## src/rtl/spram_arb_pkg.sv

```systemverilog
// Shared encodings for the SPRAM arbiter: owner tags, FSM states, strobe constants.
package spram_arb_pkg;

    // Who owns the read data that returns from the SPRAM next cycle.
    typedef enum logic [1:0] {
        OWN_NONE = 2'd0,
        OWN_I    = 2'd1,
        OWN_D    = 2'd2,
        OWN_RMW  = 2'd3
    } owner_t;

    // IDLE arbitrates; RMW is the write-back half of a partial D write.
    typedef enum logic {
        ST_IDLE = 1'b0,
        ST_RMW  = 1'b1
    } state_t;

    // Port identity used for round-robin bookkeeping.
    typedef enum logic {
        PORT_I = 1'b0,
        PORT_D = 1'b1
    } port_t;

    localparam logic [3:0] STRB_FULL = 4'hF;
    localparam logic [3:0] STRB_NONE = 4'h0;

endpackage

```

## src/rtl/spram_arb_merge.sv

```systemverilog
// Byte-lane merge for read-modify-write: strobed lanes come from the new
// write data, the remaining lanes keep the word just read from the SPRAM.
module spram_arb_merge
    import spram_arb_pkg::*;
(
    input  logic [3:0]  wstrb,
    input  logic [31:0] wdata,
    input  logic [31:0] rdata,
    output logic [31:0] merged
);

    // Select each byte lane independently from wdata or rdata.
    always_comb begin
        merged = rdata;
        for (int b = 0; b < 4; b++) begin
            if (wstrb[b]) begin
                merged[8*b +: 8] = wdata[8*b +: 8];
            end
        end
    end

endmodule

```

## src/rtl/spram_arb.sv

```systemverilog
// Arbiter sharing one single-port 32-bit SPRAM between the instruction-fetch
// port (read-only) and the data port (read/write with byte strobes). Partial
// data writes become a read followed by a merged full-word write.
// Optional build macro: SPRAM_ARB_DPRIO_EN -- fixed priority, data port always
// wins over fetch; otherwise the two ports are served round-robin.
module spram_arb
    import spram_arb_pkg::*;
#(
    parameter int ADDR_W = 15,
    parameter int DATA_W = 32
) (
    input  logic              clk,
    input  logic              rst_n,

    input  logic              i_req,
    input  logic [ADDR_W-1:0] i_addr,
    output logic              i_gnt,
    output logic              i_valid,
    output logic [DATA_W-1:0] i_rdata,

    input  logic              d_req,
    input  logic              d_we,
    input  logic [3:0]        d_wstrb,
    input  logic [ADDR_W-1:0] d_addr,
    input  logic [DATA_W-1:0] d_wdata,
    output logic              d_gnt,
    output logic              d_valid,
    output logic [DATA_W-1:0] d_rdata,

    output logic              mem_rd_en,
    output logic              mem_wr_en,
    output logic [ADDR_W-1:0] mem_addr,
    output logic [DATA_W-1:0] mem_wr_data,
    input  logic [DATA_W-1:0] mem_rd_data,
    input  logic              mem_rd_valid
);

    state_t            state, state_next;
    owner_t            owner, owner_next;
    port_t             rr_last;
    logic [ADDR_W-1:0] rmw_addr;
    logic [DATA_W-1:0] rmw_wdata;
    logic [3:0]        rmw_wstrb;
    logic              rmw_load;
    logic              i_win, d_win;
    logic [DATA_W-1:0] merged;

    spram_arb_merge u_merge (
        .wstrb  (rmw_wstrb),
        .wdata  (rmw_wdata),
        .rdata  (mem_rd_data),
        .merged (merged)
    );

    // Pick at most one winner per cycle; only IDLE grants, nothing while in reset.
    always_comb begin
        // NOTE: every combinational output gets a default first so no path leaves it unassigned (no latches).
        i_win = 1'b0;
        d_win = 1'b0;
        if (rst_n && state == ST_IDLE) begin
`ifdef SPRAM_ARB_DPRIO_EN
            d_win = d_req;
            i_win = i_req && !d_req;
`else
            if (i_req && d_req) begin
                i_win = (rr_last == PORT_D);
                d_win = (rr_last == PORT_I);
            end else begin
                i_win = i_req;
                d_win = d_req;
            end
`endif
        end
    end

    assign i_gnt = i_win;
    assign d_gnt = d_win;

    // Next-state and SPRAM command decode for the granted access or the RMW write-back.
    always_comb begin
        state_next  = state;
        owner_next  = OWN_NONE;
        rmw_load    = 1'b0;
        mem_rd_en   = 1'b0;
        mem_wr_en   = 1'b0;
        mem_addr    = '0;
        mem_wr_data = '0;
        if (rst_n) begin
            unique case (state)
                ST_IDLE: begin
                    if (i_win) begin
                        mem_rd_en  = 1'b1;
                        mem_addr   = i_addr;
                        owner_next = OWN_I;
                    end else if (d_win) begin
                        if (!d_we) begin
                            mem_rd_en  = 1'b1;
                            mem_addr   = d_addr;
                            owner_next = OWN_D;
                        end else if (d_wstrb == STRB_FULL) begin
                            mem_wr_en   = 1'b1;
                            mem_addr    = d_addr;
                            mem_wr_data = d_wdata;
                        end else if (d_wstrb != STRB_NONE) begin
                            // Partial write: fetch the old word, merge next cycle.
                            mem_rd_en  = 1'b1;
                            mem_addr   = d_addr;
                            owner_next = OWN_RMW;
                            rmw_load   = 1'b1;
                            state_next = ST_RMW;
                        end
                        // Empty strobe: grant only, no SPRAM access.
                    end
                end
                ST_RMW: begin
                    mem_wr_en   = 1'b1;
                    mem_addr    = rmw_addr;
                    mem_wr_data = merged;
                    state_next  = ST_IDLE;
                end
                default: state_next = ST_IDLE;
            endcase
        end
    end

    // Route returning read data to whichever port issued the read last cycle.
    always_comb begin
        i_valid = rst_n && mem_rd_valid && (owner == OWN_I);
        d_valid = rst_n && mem_rd_valid && (owner == OWN_D);
        i_rdata = i_valid ? mem_rd_data : '0;
        d_rdata = d_valid ? mem_rd_data : '0;
    end

    // State, ownership, round-robin pointer and latched RMW request.
    always_ff @(posedge clk) begin
        // NOTE: sequential state uses non-blocking assignments so every register samples pre-edge values.
        if (!rst_n) begin
            state     <= ST_IDLE;
            owner     <= OWN_NONE;
            rr_last   <= PORT_D;
            // NOTE: the RMW registers are cleared too, so a write cut short by reset leaves nothing stale behind.
            rmw_addr  <= '0;
            rmw_wdata <= '0;
            rmw_wstrb <= '0;
        end else begin
            state <= state_next;
            owner <= owner_next;
            if (i_win) begin
                rr_last <= PORT_I;
            end else if (d_win) begin
                rr_last <= PORT_D;
            end
            if (rmw_load) begin
                rmw_addr  <= d_addr;
                rmw_wdata <= d_wdata;
                rmw_wstrb <= d_wstrb;
            end
        end
    end

endmodule

```

## config.mk

```make
export PLATFORM = sky130hd
export DESIGN_NAME = spram_arb
export DESIGN_NICKNAME = d
export VERILOG_FILES = /design/src/rtl/spram_arb_pkg.sv /design/src/rtl/spram_arb_merge.sv /design/src/rtl/spram_arb.sv
export SDC_FILE = /design/constraint.sdc
export NUM_CORES = 1
export LEC_CHECK = 0
export CAP_MARGIN = 20
export CORE_ASPECT_RATIO = 0.6
export CORE_MARGIN = 2
export CORE_UTILIZATION = 34
export CTS_BUF_LIST = sky130_fd_sc_hd__clkbuf_8
export DETAILED_ROUTE_END_ITERATION = 16
export PLACE_DENSITY_LB_ADDON = 0.05
export SLEW_MARGIN = 0
export SYNTH_ARGS = -nofsm -noshare
export SYNTH_HDL_FRONTEND = slang
export SYNTH_SLANG_ARGS = --single-unit
```

## constraint.sdc

```tcl
create_clock -name clk -period 1.55 [get_ports clk]
set_input_delay 0.2325 -clock clk [delete_from_list [all_inputs] [get_ports clk]]
set_output_delay 0.2325 -clock clk [all_outputs]
set_load 0.01 [all_outputs]
```

# Yosys cells after proc, flatten, opt, wreduce, memory -nomap -nowiden
# Cells that the tools add are included.
[totals]
register_bits = 55
input_bits = 104
output_inout_bits = 117
word_cells = 72
[op_classes]
eq_ne = 3
n_mux = 49
bitwise = 4
n_reduce_logical = 9
[op_table]
columns = ["operator", "n"]
rows = [
  ["two-way mux 32 bit", 7],
  ["two-way mux 15 bit", 6],
  ["one-hot mux 32 bit (2 select lines)", 1],
  ["two-way mux 8 bit", 4],
  ["one-hot mux 15 bit (2 select lines)", 1],
  ["two-way mux 1 bit", 25],
  ["two-way mux 2 bit", 3],
  ["logical AND 1 bit", 5],
  ["== test 4 bit (second input constant)", 1],
  ["inverter 1 bit", 4],
  ["one-hot mux 1 bit (2 select lines)", 2],
  ["nonzero test 4 bit", 1],
  ["OR reduction 4 bit", 1],
  ["== test 2 x 1 -> 1 bit (second input constant)", 1],
  ["== test 2 bit (second input constant)", 1],
  ["nonzero test 2 bit", 1],
  ["OR reduction 2 bit", 1],
]

# Depth between registers and ports, before layout
[logic_depth]
word_depth = 8
ltp_mapped = 6
mapped_depth_nobuf = 3

# Modules after synthesis
# A second synthesis with hierarchy kept.
[unflattened]
cells_unflattened = 476
hier_area_um2 = 3838.7
[modules_own_cells]
columns = ["module", "instances", "cells_per_inst", "area_each_um2", "seq_area_each_um2"]
rows = [
  ["spram_arb", 1, 440, 3313.2, 1101.1],
  ["spram_arb_merge", 1, 36, 525.5, 0.0],
]

# Least setup slack after synthesis
# No wires, ideal clock.
[synth_path]
path_kind = "input port to output port"
start = "in d_wstrb[0]"
end = "out mem_addr[10]"
arrival_time_ns = 1.475
t_required_ns = 1.317
path_slack_ns = -0.158
stages = 4
n_path_buf = 1
path_cell_list = "or4_4 o211a_4 buf_6 a221o_1"
[synth_between]
elab_chain_cells = 8
word_cells_on_any_way = 9
cone_classes = "eq/ne: 1; mux: 7; reduce/logical: 1"
[synth_lines]
columns = ["item", "line", "rtl"]
rows = [
  ["start, declared", "spram_arb.sv:23", "input logic [3:0] d_wstrb,"],
  ["nonzero test 4 bit", "spram_arb.sv:104", "end else if (d_wstrb != STRB_NONE) begin"],
  ["two-way mux 15 bit", "spram_arb.sv:104", ""],
  ["two-way mux 15 bit *", "spram_arb.sv:100", "end else if (d_wstrb == STRB_FULL) begin"],
  ["two-way mux 15 bit *", "spram_arb.sv:96", "if (!d_we) begin"],
  ["two-way mux 15 bit *", "spram_arb.sv:95", "end else if (d_win) begin"],
  ["two-way mux 15 bit *", "spram_arb.sv:91", "if (i_win) begin"],
  ["one-hot mux 15 bit (2 select lines) *", "spram_arb.sv:89", "unique case (state)"],
  ["two-way mux 15 bit *", "spram_arb.sv:88", "if (rst_n) begin"],
  ["end, declared", "spram_arb.sv:32", "output logic [ADDR_W-1:0] mem_addr,"],
]
# Mark *: on every way between the ends. The rest lies on a longest branch, timed or not.

# Worst setup path after layout
[layout_path]
start = "reg rr_last"
end = "out mem_wr_data[9]"
[layout_between]
elab_chain_cells = 7
word_cells_on_any_way = 9
cone_classes = "mux: 8; bitwise: 1"
[layout_lines]
columns = ["item", "line", "rtl"]
rows = [
  ["start, declared", "spram_arb.sv:40", "port_t rr_last;"],
  ["start signal, assigned", "spram_arb.sv:140", "rr_last <= PORT_D;"],
  ["start signal, assigned", "spram_arb.sv:149", "rr_last <= PORT_I;"],
  ["start signal, assigned", "spram_arb.sv:151", "rr_last <= PORT_D;"],
  ["inverter 1 bit", "spram_arb.sv:67", "d_win = (rr_last == PORT_I);"],
  ["two-way mux 1 bit", "spram_arb.sv:65", "if (i_req && d_req) begin"],
  ["two-way mux 1 bit", "spram_arb.sv:60", "if (rst_n && state == ST_IDLE) begin"],
  ["two-way mux 32 bit", "spram_arb.sv:95", ""],
  ["two-way mux 32 bit *", "spram_arb.sv:91", ""],
  ["one-hot mux 32 bit (2 select lines) *", "spram_arb.sv:89", ""],
  ["two-way mux 32 bit *", "spram_arb.sv:88", ""],
  ["end, declared", "spram_arb.sv:33", "output logic [DATA_W-1:0] mem_wr_data,"],
]
# Marks and branches as above.

==> results.cfg <==
[drt]
wl_per_cell_um = 19.7
routed_wirelength_mm = 17.9
first_iter_violations = 273
viasPerCell = 5.11
ant_nets = 0
vias = 4630
firstDrtPassIters = 4
remaining_drc_errors = 0

[critical_path]
crit_chain = a21boi_2 -> nand4_1 -> buf_6 -> buf_8 -> buf_12 -> o22ai_2 -> buf_2
slowest_delay_ns = 0.35
crit_fanout = 5
r2r_slack_ns = -0.14
cp-startpoint = rr_last
cp-start-kind = flop
crit_end = mem_wr_data[9]
crit_type = flop to output port
required_ns = 1.32
reg2reg_to = rmw_wdata[12]
rr_worst_depth = 8
cp_slowest_cell = dfxtp_2
worstPathArrival_ns = 1.76
crit_path_end_kind = output port
r2r-start = rr_last

[finish]
n_fill_cell = 626
synthToLayoutAreaGrowth_pct = 128
n_antenna_cell = 0
post-route-util = 0.801
drive_above_1_share = 0.514
design_area_mm2 = 0.00795
num-nets-final = 874

[placement]
placed_area_mm2 = 0.00646
hpwlAfterDp_mm = 9.44
portBuffers = 220
gp_congestion = 0.802

[clocking]
root_buffer = clkbuf_8
cts_max_path_buffers = 2
clk_latency_ns = 0.33
clkSlewWorstSetupHoldPaths_ns = 0.11
cts.htree.levels = 2
cts.sinks = 55
cts_inserted_buffers = 5
cts_tree = done

[run_status]
status = finished, violations left
failed_checks = setup timing

[pwr]
powerDensity_mw_per_mm2 = 481
p_comb_frac = 0.334
switching_share = 0.281
p_leak_nw = 3.84
pwr-share-seq = 0.391
p_int_w = 0.00275
ir_drop_uv = 545
clkPwrFrac = 0.276
power.total_w = 0.00382
p_sw_w = 0.00107

[timing]
slew_violations = 0
max_freq_mhz = 503
rsz0062_at_grt = true
fin_crit_ns = 1.99
setup_viol = 168
worstMarginPinSlew_ns = 0.333
finalWorstSetupSlack_ns = -0.440
relSlewSlack = 0.772
whs_ns = 0.285
period_share = 1.28
fin_setup_tns_ns = -37.80
skew_ns = 0.0160
hold_viol = 0

[synth]
synth_edf_count = 0
synth_seq_cells = 55
synth_fp_nets = 534
synth.cell_area_mm2 = 0.00348
syn-instance-count = 430
async_reset_ff_frac = 0
syn_avg_cell_area_um2 = 8.09
ys_seq_area_frac = 0.316
yosysWarningCount = 0
synth_ff_type = dfxtp_1
synth_cell_type_count = 29

[floorplanning]
core_mm2 = 0.00991
die_h_um = 82.4
die_w_um = 135
start_util = 0.351
io_pins = 221
placementRows = 28
die-area_mm2 = 0.0111

[grt]
grt_usage = 0.293
grt_max_degree = 39
antenna_found_initial = 0
grt_pass1_vias = 4556
grt_pass1_wl_mm = 24.5
grt-ovfl-total = 0

[worst_hold_path]
hp-class = input pin to flop

[flow_run]
maxCapViolations = 0
==> power by group through the flow <==
stage | combinational, W | sequential [W] | clock (W)
6_report | 0.00127 | 0.00149 | 0.00105
5_1_grt | 0.00134 | 0.00150 | 0.00111
4_1_cts | 0.00119 | 0.00149 | 0.00104
3_5_place_dp | 0.00101 | 0.00152 | 0
3_3_place_gp | 0.000992 | 0.00152 | 0
2_1_floorplan | 0.000355 | 0.00151 | 0
==> layout by cell type (no fill, tap or decap), types with 5 or more instances in the layout <==
cell	synthesis	layout
a221o_1	10	10
buf_12	0	20
a221o_2	5	5
buf_16	0	7
nand2_1	85	84
buf_6	1	120
nor2_1	16	16
and2_4	0	65
mux2i_1	83	82
dfxtp_1	55	51
inv_1	22	22
buf_2	2	38
clkdlybuf4s50_1	0	94
buf_4	5	76
clkbuf_8	0	6
o22ai_4	0	9
o22ai_2	0	21
==> Yosys cell counts (2+ instances only) <==
master | n | share of area
nand2_1 | 85 | 0.092
mux2i_1 | 83 | 0.24
and2_1 | 67 | 0.12
dfxtp_1 | 55 | 0.32
o22ai_1 | 32 | 0.058
clkbuf_1 | 23 | 0.025
inv_1 | 22 | 0.024
nor2_1 | 16 | 0.017
a221o_1 | 10 | 0.029
a221o_2 | 5 | 0.016
buf_1 | 5 | 0.0054
buf_4 | 5 | 0.011
buf_2 | 2 | 0.0029
nand2b_1 | 2 | 0.0036
nor2b_1 | 2 | 0.0036
nor3b_1 | 2 | 0.0043
o21ai_0 | 2 | 0.0029
==> area by class of cell <==
type,instances,area [µm²],share of cell area
multi-input combinational,321,2660,0.335
inverter,22,82.6,0.0104
clock inverter,2,35.0,0.00441
tap,135,169,0.0213
clock buffer,6,82.6,0.0104
timing repair buffer,365,3800,0.479
sequential,55,1110,0.140
==> stage by stage <==
step | std cells | setup WS [ns]
6_report | 906 | -0.440
5_1_grt | 906 | -0.495
4_1_cts | 904 | -0.438
3_5_place_dp | 834 | -1.08
3_3_place_gp | 834 | -1.08
2_1_floorplan | 430 | -0.158
==> worst min path at each step <==
stage                              from       endpoint  cells after the start  slack [ns]
after floorplan               d_addr[0]    rmw_addr[0]                      2        0.36
after global placement    rmw_wdata[18]  rmw_wdata[18]                      2        0.45
after detailed placement  rmw_wdata[11]  rmw_wdata[11]                      2        0.45
after CTS                    d_wstrb[1]   rmw_wstrb[1]                      4        0.28
after global routing         d_wstrb[2]   rmw_wstrb[2]                      4        0.29
final                        d_wstrb[2]   rmw_wstrb[2]                      4        0.29
==> kinds of logic after synthesis <==
family / count (synthesis) / share of synthesized area
multiplexers: 83 / 0.239
flip-flops: 55 / 0.316
AND/OR/NAND/NOR: 181 / 0.257
AO/OA/AOI/OAI: 53 / 0.117
buffers and inverters: 58 / 0.0708
==> what timing repair did <==
action,CTS,global route
setup endpoints to repair,170,170
cloned,17,5
hold buffers,0,0
pin swaps,63,34
resized for setup,681,91
setup buffers,46,9
==> registers in the layout, summed over array words and instances (netlist names) <==
register / count
rmw_addr: 15
rmw_wstrb: 4
rmw_wdata: 32
rr_last: 1
state: 1
owner: 2
==> worst max-delay path: cells and delay by family, from the launching register on <==
family                 cells  cell delay (ns)
and+or+nand+nor            1             0.12
AOI/OAI and AO/OA          2             0.32
buffers and inverters      4             0.63
DFF                        1             0.35
==> layer usage <==
metal / global-route usage / wire length (µm) / share of wire / vias to the layer above
li1: - / - / - / 2165
met1: 0.373 / 7610 / 0.43 / 2225
met2: 0.496 / 8440 / 0.47 / 214
met3: 0.0818 / 1550 / 0.087 / 26
met4: 0.0768 / 259 / 0.014 / 0
met5: 0 / 0 / 0 / -
(Power assumes the default switching activity.)
